--- src/rtl/multicycle_ctrl.sv ---
// multicycle_ctrl: multi-cycle control sequencer for the RV32I-subset core.
// Each instruction steps through FETCH, DECODE, EXEC, MEM and WB. The sequencer
// issues per-state strobes to the shared datapath and waits on a memory ready
// handshake in FETCH and MEM.
//
// Optional feature macro: MC_ILLEGAL_TRAP_EN
//   defined   : an unsupported instruction parks the sequencer in TRAP with illegal=1
//   undefined : an unsupported instruction retires as a 3-cycle NOP
//
// Ports:
//   clk, reset                  clock (rising edge), async active-high reset
//   Op, Funct7, Funct3          instruction fields from the datapath IR
//   Zero                        ALU zero flag (used by beq in EXEC)
//   mem_ready                   memory completes the current request this cycle
//   mem_req, MemRead, MemWrite  memory request and qualifiers
//   IRWrite, PCWrite, RegWrite  datapath load/write enables
//   EXTOp, ALUOp, NPCOp         immediate type, ALU operation, next-PC select
//   ALUSrc, WDSel               ALU B operand select, register write-data select
//   state, illegal, instret     debug state, illegal flag, retired count
module multicycle_ctrl #(
    parameter int unsigned INSTRET_W = 32
) (
    input  logic                 clk,
    input  logic                 reset,
    input  logic [6:0]           Op,
    input  logic [6:0]           Funct7,
    input  logic [2:0]           Funct3,
    input  logic                 Zero,
    input  logic                 mem_ready,
    output logic                 mem_req,
    output logic                 IRWrite,
    output logic                 PCWrite,
    output logic                 RegWrite,
    output logic                 MemWrite,
    output logic                 MemRead,
    output logic [5:0]           EXTOp,
    output logic [4:0]           ALUOp,
    output logic [2:0]           NPCOp,
    output logic                 ALUSrc,
    output logic [1:0]           WDSel,
    output logic [2:0]           state,
    output logic                 illegal,
    output logic [INSTRET_W-1:0] instret
);

    typedef enum logic [2:0] {
        S_FETCH  = 3'd0,
        S_DECODE = 3'd1,
        S_EXEC   = 3'd2,
        S_MEM    = 3'd3,
        S_WB     = 3'd4,
        S_TRAP   = 3'd5
    } state_t;

    // C_NOP doubles as the "unsupported instruction" class
    typedef enum logic [2:0] {
        C_NOP, C_LW, C_SW, C_ALU_R, C_ALU_I, C_BEQ, C_JAL, C_JALR
    } cls_t;

    localparam logic [4:0] ALU_ADD = 5'b00011;
    localparam logic [4:0] ALU_SUB = 5'b00100;
    localparam logic [4:0] ALU_XOR = 5'b01100;
    localparam logic [4:0] ALU_OR  = 5'b01101;
    localparam logic [4:0] ALU_AND = 5'b01110;

    localparam logic [5:0] EXT_I = 6'b010000;
    localparam logic [5:0] EXT_S = 6'b001000;
    localparam logic [5:0] EXT_B = 6'b000100;
    localparam logic [5:0] EXT_J = 6'b000001;

    localparam logic [2:0] NPC_PLUS4  = 3'b000;
    localparam logic [2:0] NPC_BRANCH = 3'b001;
    localparam logic [2:0] NPC_JUMP   = 3'b010;
    localparam logic [2:0] NPC_JALR   = 3'b100;

    localparam logic [1:0] WD_ALU = 2'b00;
    localparam logic [1:0] WD_MEM = 2'b01;
    localparam logic [1:0] WD_PC  = 2'b10;

    state_t               state_r;
    cls_t                 cls_r;
    logic [4:0]           alu_r;
    logic [INSTRET_W-1:0] instret_r;
    cls_t                 dec_cls;
    logic [4:0]           dec_alu;

    assign state   = state_r;
    assign instret = instret_r;

    // Instruction classification from the live IR fields (consumed in DECODE)
    always_comb begin
        dec_cls = C_NOP;
        dec_alu = 5'd0;
        case (Op)
            7'b0000011: if (Funct3 == 3'b010) begin dec_cls = C_LW; dec_alu = ALU_ADD; end
            7'b0100011: if (Funct3 == 3'b010) begin dec_cls = C_SW; dec_alu = ALU_ADD; end
            7'b0110011: begin
                case ({Funct7, Funct3})
                    10'b0000000_000: begin dec_cls = C_ALU_R; dec_alu = ALU_ADD; end
                    10'b0100000_000: begin dec_cls = C_ALU_R; dec_alu = ALU_SUB; end
                    10'b0000000_100: begin dec_cls = C_ALU_R; dec_alu = ALU_XOR; end
                    10'b0000000_110: begin dec_cls = C_ALU_R; dec_alu = ALU_OR;  end
                    10'b0000000_111: begin dec_cls = C_ALU_R; dec_alu = ALU_AND; end
                    default: ;
                endcase
            end
            7'b0010011: begin
                case (Funct3)
                    3'b000: begin dec_cls = C_ALU_I; dec_alu = ALU_ADD; end
                    3'b100: begin dec_cls = C_ALU_I; dec_alu = ALU_XOR; end
                    3'b110: begin dec_cls = C_ALU_I; dec_alu = ALU_OR;  end
                    3'b111: begin dec_cls = C_ALU_I; dec_alu = ALU_AND; end
                    default: ;
                endcase
            end
            7'b1100011: if (Funct3 == 3'b000) begin dec_cls = C_BEQ; dec_alu = ALU_SUB; end
            7'b1101111: dec_cls = C_JAL;
            7'b1100111: if (Funct3 == 3'b000) begin dec_cls = C_JALR; dec_alu = ALU_ADD; end
            default: ;
        endcase
    end

    // State, latched class and retire counter; class is frozen when leaving DECODE
    always_ff @(posedge clk or posedge reset) begin
        if (reset) begin
            state_r   <= S_FETCH;
            cls_r     <= C_NOP;
            alu_r     <= 5'd0;
            instret_r <= '0;
        end else begin
            if (PCWrite) instret_r <= instret_r + INSTRET_W'(1);
            case (state_r)
                S_FETCH:  if (mem_ready) state_r <= S_DECODE;
                S_DECODE: begin
                    cls_r <= dec_cls;
                    alu_r <= dec_alu;
                    if (dec_cls != C_NOP) begin
                        state_r <= S_EXEC;
                    end else begin
`ifdef MC_ILLEGAL_TRAP_EN
                        state_r <= S_TRAP;
`else
                        state_r <= S_WB;
`endif
                    end
                end
                S_EXEC: begin
                    case (cls_r)
                        C_LW, C_SW:       state_r <= S_MEM;
                        C_ALU_R, C_ALU_I: state_r <= S_WB;
                        default:          state_r <= S_FETCH;
                    endcase
                end
                S_MEM:    if (mem_ready) state_r <= (cls_r == C_LW) ? S_WB : S_FETCH;
                S_WB:     state_r <= S_FETCH;
`ifdef MC_ILLEGAL_TRAP_EN
                S_TRAP:   state_r <= S_TRAP;
`endif
                default:  state_r <= S_FETCH;
            endcase
        end
    end

    // Per-state strobes; everything is held at 0 while reset is high
    always_comb begin
        mem_req  = 1'b0;
        IRWrite  = 1'b0;
        PCWrite  = 1'b0;
        RegWrite = 1'b0;
        MemWrite = 1'b0;
        MemRead  = 1'b0;
        EXTOp    = 6'd0;
        ALUOp    = 5'd0;
        NPCOp    = NPC_PLUS4;
        ALUSrc   = 1'b0;
        WDSel    = WD_ALU;
        illegal  = 1'b0;
        if (!reset) begin
            case (state_r)
                S_FETCH: begin
                    mem_req = 1'b1;
                    MemRead = 1'b1;
                    IRWrite = mem_ready;
                end
                S_EXEC: begin
                    ALUOp  = alu_r;
                    ALUSrc = cls_r inside {C_LW, C_SW, C_ALU_I, C_JALR};
                    case (cls_r)
                        C_LW, C_ALU_I: EXTOp = EXT_I;
                        C_SW:          EXTOp = EXT_S;
                        C_BEQ: begin
                            EXTOp   = EXT_B;
                            PCWrite = 1'b1;
                            NPCOp   = Zero ? NPC_BRANCH : NPC_PLUS4;
                        end
                        C_JAL: begin
                            EXTOp    = EXT_J;
                            RegWrite = 1'b1;
                            WDSel    = WD_PC;
                            PCWrite  = 1'b1;
                            NPCOp    = NPC_JUMP;
                        end
                        C_JALR: begin
                            EXTOp    = EXT_I;
                            RegWrite = 1'b1;
                            WDSel    = WD_PC;
                            PCWrite  = 1'b1;
                            NPCOp    = NPC_JALR;
                        end
                        default: ;
                    endcase
                end
                S_MEM: begin
                    mem_req  = 1'b1;
                    MemRead  = (cls_r == C_LW);
                    MemWrite = (cls_r == C_SW);
                    PCWrite  = (cls_r == C_SW) && mem_ready;
                end
                S_WB: begin
                    // ALU result is not registered, so arithmetic ops keep the ALU steered
                    RegWrite = (cls_r != C_NOP);
                    PCWrite  = 1'b1;
                    WDSel    = (cls_r == C_LW) ? WD_MEM : WD_ALU;
                    if (cls_r inside {C_ALU_R, C_ALU_I}) begin
                        ALUOp  = alu_r;
                        ALUSrc = (cls_r == C_ALU_I);
                        EXTOp  = (cls_r == C_ALU_I) ? EXT_I : 6'd0;
                    end
                end
`ifdef MC_ILLEGAL_TRAP_EN
                S_TRAP:  illegal = 1'b1;
`endif
                default: ;
            endcase
        end
    end

endmodule
--- config.mk ---
export PLATFORM = sky130hd
export DESIGN_NAME = multicycle_ctrl
export DESIGN_NICKNAME = d
export VERILOG_FILES = /design/src/rtl/multicycle_ctrl.sv
export SDC_FILE = /design/constraint.sdc
export NUM_CORES = 1
export LEC_CHECK = 0
export ABC_AREA = 1
export ABC_CLOCK_PERIOD_IN_PS = 2150
export BUFFER_PORTS_ARGS = -buffer_cell sky130_fd_sc_hd__buf_2
export CAP_MARGIN = 30
export CORE_MARGIN = 2
export CORE_UTILIZATION = 45
export CTS_CLUSTER_SIZE = 25
export DETAILED_ROUTE_END_ITERATION = 6
export PLACE_DENSITY = 0.69
export SYNTH_ARGS = -nofsm -noshare
export SYNTH_HDL_FRONTEND = slang
export SYNTH_SLANG_ARGS = --single-unit
--- constraint.sdc ---
create_clock -name clk -period 2.15 [get_ports clk]
set_input_delay 0.1075 -clock clk [delete_from_list [all_inputs] [get_ports clk]]
set_output_delay 0.1075 -clock clk [all_outputs]
set_load 0.01 [all_outputs]
==> metrics.yaml, run 1 <==
status:
  status: "completed"
clock_tree:
  numCtsBuffers: 5
  clkLatencyLatePin_ps: 290
  clock_path_buffers: 2
  cts_tree: "yes"
  path_clk_slew_ps: 70
  cts.sinks: 42
  h-tree-depth: 2
  root_buffer: "clkbuf_8"
place:
  portBuffers: 75
  place_area_um2: 3490
  hpwl_um: 6370
  gp_congestion: 0.892
yosys:
  ys_warn_count: 0
  synthCells: 467
  synth.distinct_cells: 30
  ys_ff_latch: 42
  avgSynthCellArea_um2: 6.55
  ys_seq_area_frac: 0.344
  syn_area_um2: 3060
power:
  p_leak_uw: 0.00189
  p_sw_uw: 827
  powerDensity_nw_per_um2: 626
  ir_drop_v: 0.000250
  pwr-share-seq: 0.469
  combPwrFrac: 0.301
  intPower_uw: 1440
  p_clk_frac: 0.230
  swShare: 0.364
sta:
  setup_viol: 0
  min_period_over_period: 0.941
  grt_setup_unrepaired: "false"
  final.setup.tns_ps: 0
  fmax_mhz: 494
  drv_slew: 0
  fin_crit_ps: 2020
  hold_viol: 0
  clock_skew_ps: 6.18
global_route:
  grt_pass1_vias: 3028
  grt_overflow: 0
  grt_pass1_wl_um: 13700
  grt_max_degree: 30
  antenna_found_initial: 0
  grtUsageTotal: 0.226
detailed_routing:
  wl_per_cell_um: 12.8
  drt-initial-drc-count: 162
  num_vias: 3141
  drcViolationCount: 0
  ant_nets: 0
  drt_first_pass_iters: 4
  vias_per_cell: 4.99
  totalWireLength_um: 8060
die:
  die_h_um: 86.4
  io_pins: 80
  die_x_um: 86.4
  dieArea_um2: 7470
  placeableCoreArea_um2: 6680
  std_cell_rows: 30
  initial_core_util: 0.457
finish:
  final_design_area_no_fill_um2: 3630
  layout_common_cells: "nand2_1, buf_2, nor2_1"
  antenna_cells: 0
  drive_gt1_frac: 0.189
  layout.nets: 570
  syn_to_final_growth_pct: 18.7
  layout_commonest_cell: "nand2_1"
worst_setup_path:
  required_ps: 2040
  worst-setup-path-type: "reg -> out"
  crit_fanout: 21
  path_common_cell: "nand2_2"
  cp.arrival_ps: 1920
  start_kind: "flop"
  max_stage_delay_ps: 430
  crit_chain: "inv_2 > nand2_2 > nor2_4 > nand2_1 > o221ai_2 > nand2_2 > clkinv_4 > buf_12 > buf_2"
  crit_path_end_kind: "primary output"
  crit_slowest_cell: "dfrtp_1"
worst_hold_path:
  hp-class: "in -> reg"
job:
  drv_cap: 0
[layer usage]
metal  wire [µm]  track usage  up-vias  part of all wire
met1        3560        0.289     1401              0.44
met2        3860        0.387      103              0.48
met4         203       0.0767        0             0.025
li1            -            -     1620                 -
met3         430       0.0362       17             0.053
met5           0            0        -                 0
[timing repair]
action	4_1_cts	5_1_grt
endpoints found under the hold margin	17	0
setup buffers	0	4
endpoints found under the setup margin	0	5
resized for setup	0	7
hold buffers	1	0
[power groups by stage]
stage	combinational (µW)	clock (µW)	sequential (µW)
after floorplan	372	0	1110
after CTS	687	547	1060
after global placement	677	0	1070
after global routing	773	574	1080
final	683	523	1060
after detailed placement	684	0	1080
[per-stage QoR]
stage	setup WS (ps)	utilization	total power, µW	cells	hold slack [ps]
2_1_floorplan	409	-	1480	470	260
3_3_place_gp	202	0.522	1750	616	319
3_5_place_dp	256	0.522	1760	616	318
4_1_cts	5.79	0.537	2300	625	77.1
5_1_grt	1.96	0.543	2430	629	123
6_report	126	0.543	2270	629	83.0
[synthesized netlist by cell type]
library cell | count | area (µm²)
a31oi_1 | 1 | 6.26
ha_1 | 1 | 12.5
buf_2 | 2 | 10.0
o2111ai_1 | 1 | 8.76
nand3_1 | 26 | 130
o21ai_0 | 26 | 130
xnor2_1 | 14 | 123
inv_1 | 53 | 199
nor3_1 | 21 | 105
dfrtp_1 | 42 | 1050
buf_6 | 5 | 56.3
conb_1 | 1 | 3.75
or2_2 | 1 | 6.26
nor2_1 | 62 | 233
nor3_2 | 1 | 10.0
o211ai_1 | 2 | 15.0
xor2_1 | 16 | 140
nor3b_2 | 1 | 12.5
nand2_2 | 2 | 12.5
inv_2 | 3 | 11.3
clkbuf_1 | 4 | 15.0
nor3b_1 | 1 | 7.51
nand2_1 | 153 | 574
and2_1 | 1 | 6.26
a21oi_1 | 7 | 35.0
o221ai_2 | 1 | 15.0
o21ai_1 | 1 | 5.00
nand4_1 | 13 | 81.3
buf_4 | 4 | 30.0
nor2_4 | 1 | 11.3
[worst paths after layout]
path,start,end,slack (ps),cells after the start
max in group asynchronous,reset,instret[11]$_DFFE_PP0P_,1310,4
min in group asynchronous,reset,instret[25]$_DFFE_PP0P_,550,4
hold reg to reg,alu_r[1]$_DFFE_PP0N_,alu_r[1]$_DFFE_PP0N_,490,2
setup reg to reg,instret[1]$_DFFE_PP0P_,instret[30]$_DFFE_PP0P_,270,9
setup / recovery,state[2]$_DFFE_PP0P_,PCWrite,130,9
hold / removal,mem_ready,state[0]$_DFFE_PP0P_,80,3
[sequential cells by signal (all words and copies together) (netlist names)]
register,count
state,3
instret,32
cls_r,3
alu_r,4
[logic make-up after synthesis]
| kind of cell | synth area share |
|---|---|
| compound gates | 0.0704 |
| xor+xnor | 0.0860 |
| fa+ha+maj | 0.00409 |
| buf+inv | 0.105 |
| flops | 0.344 |
| other cells | 0.00123 |
| simple gates | 0.389 |
[cell type report]
cell class	count	area, µm²
clock inverter	1	5.00
timing repair buffer	86	473
clock buffer	7	86.3
inverter	56	215
tap	80	100
sequential	42	1050
fill	713	3050
multi-input combinational	357	1700
[worst max-delay path: cells and delay by family (launching register included)]
kind | cells | cell delay [ps]
buffers and inverters | 4 | 460
flip-flops | 1 | 430
AO/OA/AOI/OAI | 1 | 270
AND/OR/NAND/NOR | 4 | 460
Note: power is estimated with default switching activity, not from simulation.
==> run 2: changes to the inputs <==
BUFFER_PORTS_ARGS = unset   (was -buffer_cell sky130_fd_sc_hd__buf_2)
DONT_BUFFER_PORTS = 1   (was unset)
PLACE_DENSITY = 0.59   (was 0.69)
==> run 2 against run 1 <==
  * Sequential share of layout area grew 3.0 points
  * Wire length shrank 3.9%
  * Hold slack lost 45 ps
  * Register-to-register slack gained 90 ps
  * Non-clock buffer count shrank 74
  * Clock power grew 18%
  * Die area is the same
  * Largest power group unchanged
==> metrics.yaml, run 2 (synthesized netlist as in run 1, its figures left out) <==
detailed_routing:
  drt_first_pass_iters: 5  # +1
  num_vias: 2901  # -7.6%
  ant_nets: 0  # unchanged
  drcViolationCount: 0  # unchanged
  met3_length_um: 376  # -13%
  drt-initial-drc-count: 207  # +28%
  vias_per_cell: 5.23  # +4.7%
  highest_layer: "met4"
  wl_per_cell_um: 14.0  # +8.9%
  route.met2.wl_um: 3820  # -1.1%
  wl_met1_um: 3420  # -3.8%
  totalWireLength_um: 7740  # -3.9%
global_route:
  grt_pass1_vias: 2722  # -10%
  grt_pass1_wl_um: 13000  # -5.0%
  grt_overflow: 0  # unchanged
  grt_max_degree: 34  # +13%
  grtUsageTotal: 0.218  # -0.00809
  antenna_found_initial: 0  # unchanged
finish:
  layout_commonest_cell: "nand2_1"
  final_design_area_no_fill_um2: 3300  # -9.1%
  syn_to_final_growth_pct: 7.90
  fillCellCount: 688  # -3.5%
  layout_common_cells: "nand2_1, nor2_1, inv_1"
  drive_gt1_frac: 0.0737  # -0.116
  largest_reg_flops: 32  # unchanged
  antenna_cells: 0  # unchanged
  layout.nets: 496  # -13%
worst_setup_path:
  reg2reg_slack_ps: 360  # +90 ps
  cp.arrival_ps: 1870  # -50 ps
  worst-setup-path-type: "reg -> out"
  crit_fanout: 5  # -76%
  crit_path_end_kind: "primary output"
  required_ps: 2040  # about the same
  reg2reg_from: "instret[1]$_DFFE_PP0P_"
  regToRegEndpoint: "instret[26]$_DFFE_PP0P_"
  start_kind: "flop"
  worstRegToRegCells: 9  # unchanged
place:
  hpwl_um: 6130  # -3.8%
  place_area_um2: 3130  # -10%
  portBuffers: 0  # -100%
  gp_congestion: 0.930  # +4.2%
  pre_cts_ws_ps: 363  # +108 ps
worst_hold_path:
  hp-class: "in -> reg"
  min_to: "state[2]$_DFFE_PP0P_"
  holdPathStages: 2  # -1
  hp-start: "mem_ready"
sta:
  fmax_mhz: 506  # +2.3%
  whs_ps: 38.0  # -45.0 ps
  fin_crit_ps: 1980  # -45.9 ps
  hold_viol: 0  # unchanged
  clock_skew_ps: 5.41  # -0.771 ps
  drv_slew: 0  # unchanged
  final.setup.tns_ps: 0  # unchanged
  min_period_over_period: 0.920  # -0.0214
  setup_ws_ps: 172  # +45.9 ps
  setup_viol: 0  # unchanged
clock_tree:
  numCtsBuffers: 5  # unchanged
  clock_path_buffers: 2  # unchanged
  clkLatencyLatePin_ps: 290  # about the same
  cts_tree: "yes"
  path_clk_slew_ps: 80  # about the same
  cts.sinks: 42  # unchanged
  root_buffer: "clkbuf_8"
  postCtsSetupBuffers: 0  # unchanged
  h-tree-depth: 2  # unchanged
power:
  intPower_uw: 1430  # -0.62%
  ir_drop_v: 0.000220  # -12%
  p_clk_frac: 0.275  # +0.045
  p_leak_uw: 0.00154  # -19%
  pwr-share-seq: 0.508  # +0.039
  powerDensity_nw_per_um2: 680  # +8.7%
  p_sw_uw: 808  # -2.3%
  combPwrFrac: 0.216  # -0.085
  swShare: 0.360  # -0.00391
die:
  dieArea_um2: 7470  # unchanged
  die_h_um: 86.4  # unchanged
  placeableCoreArea_um2: 6680  # unchanged
  initial_core_util: 0.457  # unchanged
  std_cell_rows: 30  # unchanged
  io_pins: 80  # unchanged
  die_x_um: 86.4  # unchanged
job:
  drv_cap: 0  # unchanged
status:
  status: "completed"
## run 2: repair_timing
item	4_1_cts	5_1_grt
hold endpoints to repair	10	0
endpoints found under the setup margin	0	3
resized for setup	0	10
hold buffers	2	0
## run 2: cell type report
type,instances,area [µm²],area share
Timing Repair Buffer,12,98.8,0.0300
Sequential cell,42,1050,0.319
Clock inverter,3,40.0,0.0121
Clock buffer,5,68.8,0.0209
Multi-Input combinational cell,357,1730,0.524
Tap cell,80,100,0.0303
Inverter,56,210,0.0637
## run 2: worst max path at each step
stage	start	slack (ps)	depth (start not counted)	end
after floorplan	reset	410	6	instret[21]$_DFFE_PP0P_
after global placement	state[0]$_DFFE_PP0P_	350	7	instret[0]$_DFFE_PP0P_
after detailed placement	state[2]$_DFFE_PP0P_	360	9	PCWrite
after CTS	state[2]$_DFFE_PP0P_	20	9	PCWrite
after global routing	state[0]$_DFFE_PP0P_	-20	8	ALUSrc
final	state[0]$_DFFE_PP0P_	170	8	ALUSrc
## run 2: routing by layer
| metal | vias up | global-route usage |
|---|---|---|
| li1 | 1477 | - |
| met1 | 1334 | 0.274 |
| met2 | 82 | 0.376 |
| met3 | 8 | 0.0448 |
| met4 | 0 | 0.0639 |
| met5 | - | 0 |
## run 2: stage by stage
stage,utilization,total power [µW],cells
6_report,0.494,2240,555
5_1_grt,0.494,2400,555
4_1_cts,0.488,2270,555
3_5_place_dp,0.469,1640,545
3_3_place_gp,0.469,1630,545
2_1_floorplan,-,1480,470
## run 2: power by group through the flow
stage,sequential [µW],clock (µW),combinational (µW)
floorplan,1110,0,372
global placement,1160,0,475
detailed placement,1160,0,477
CTS,1140,640,484
global route,1170,676,562
finish,1140,618,485
## run 2: worst max-delay path, stage by stage, from the launching register on
cell and delay, ps:
dfrtp_2 470, nor2_1 120, inv_1 60, nor2_1 160
inv_2 90, o21ai_1 120, nand3_1 160, a31oi_4 240
or2_2 170
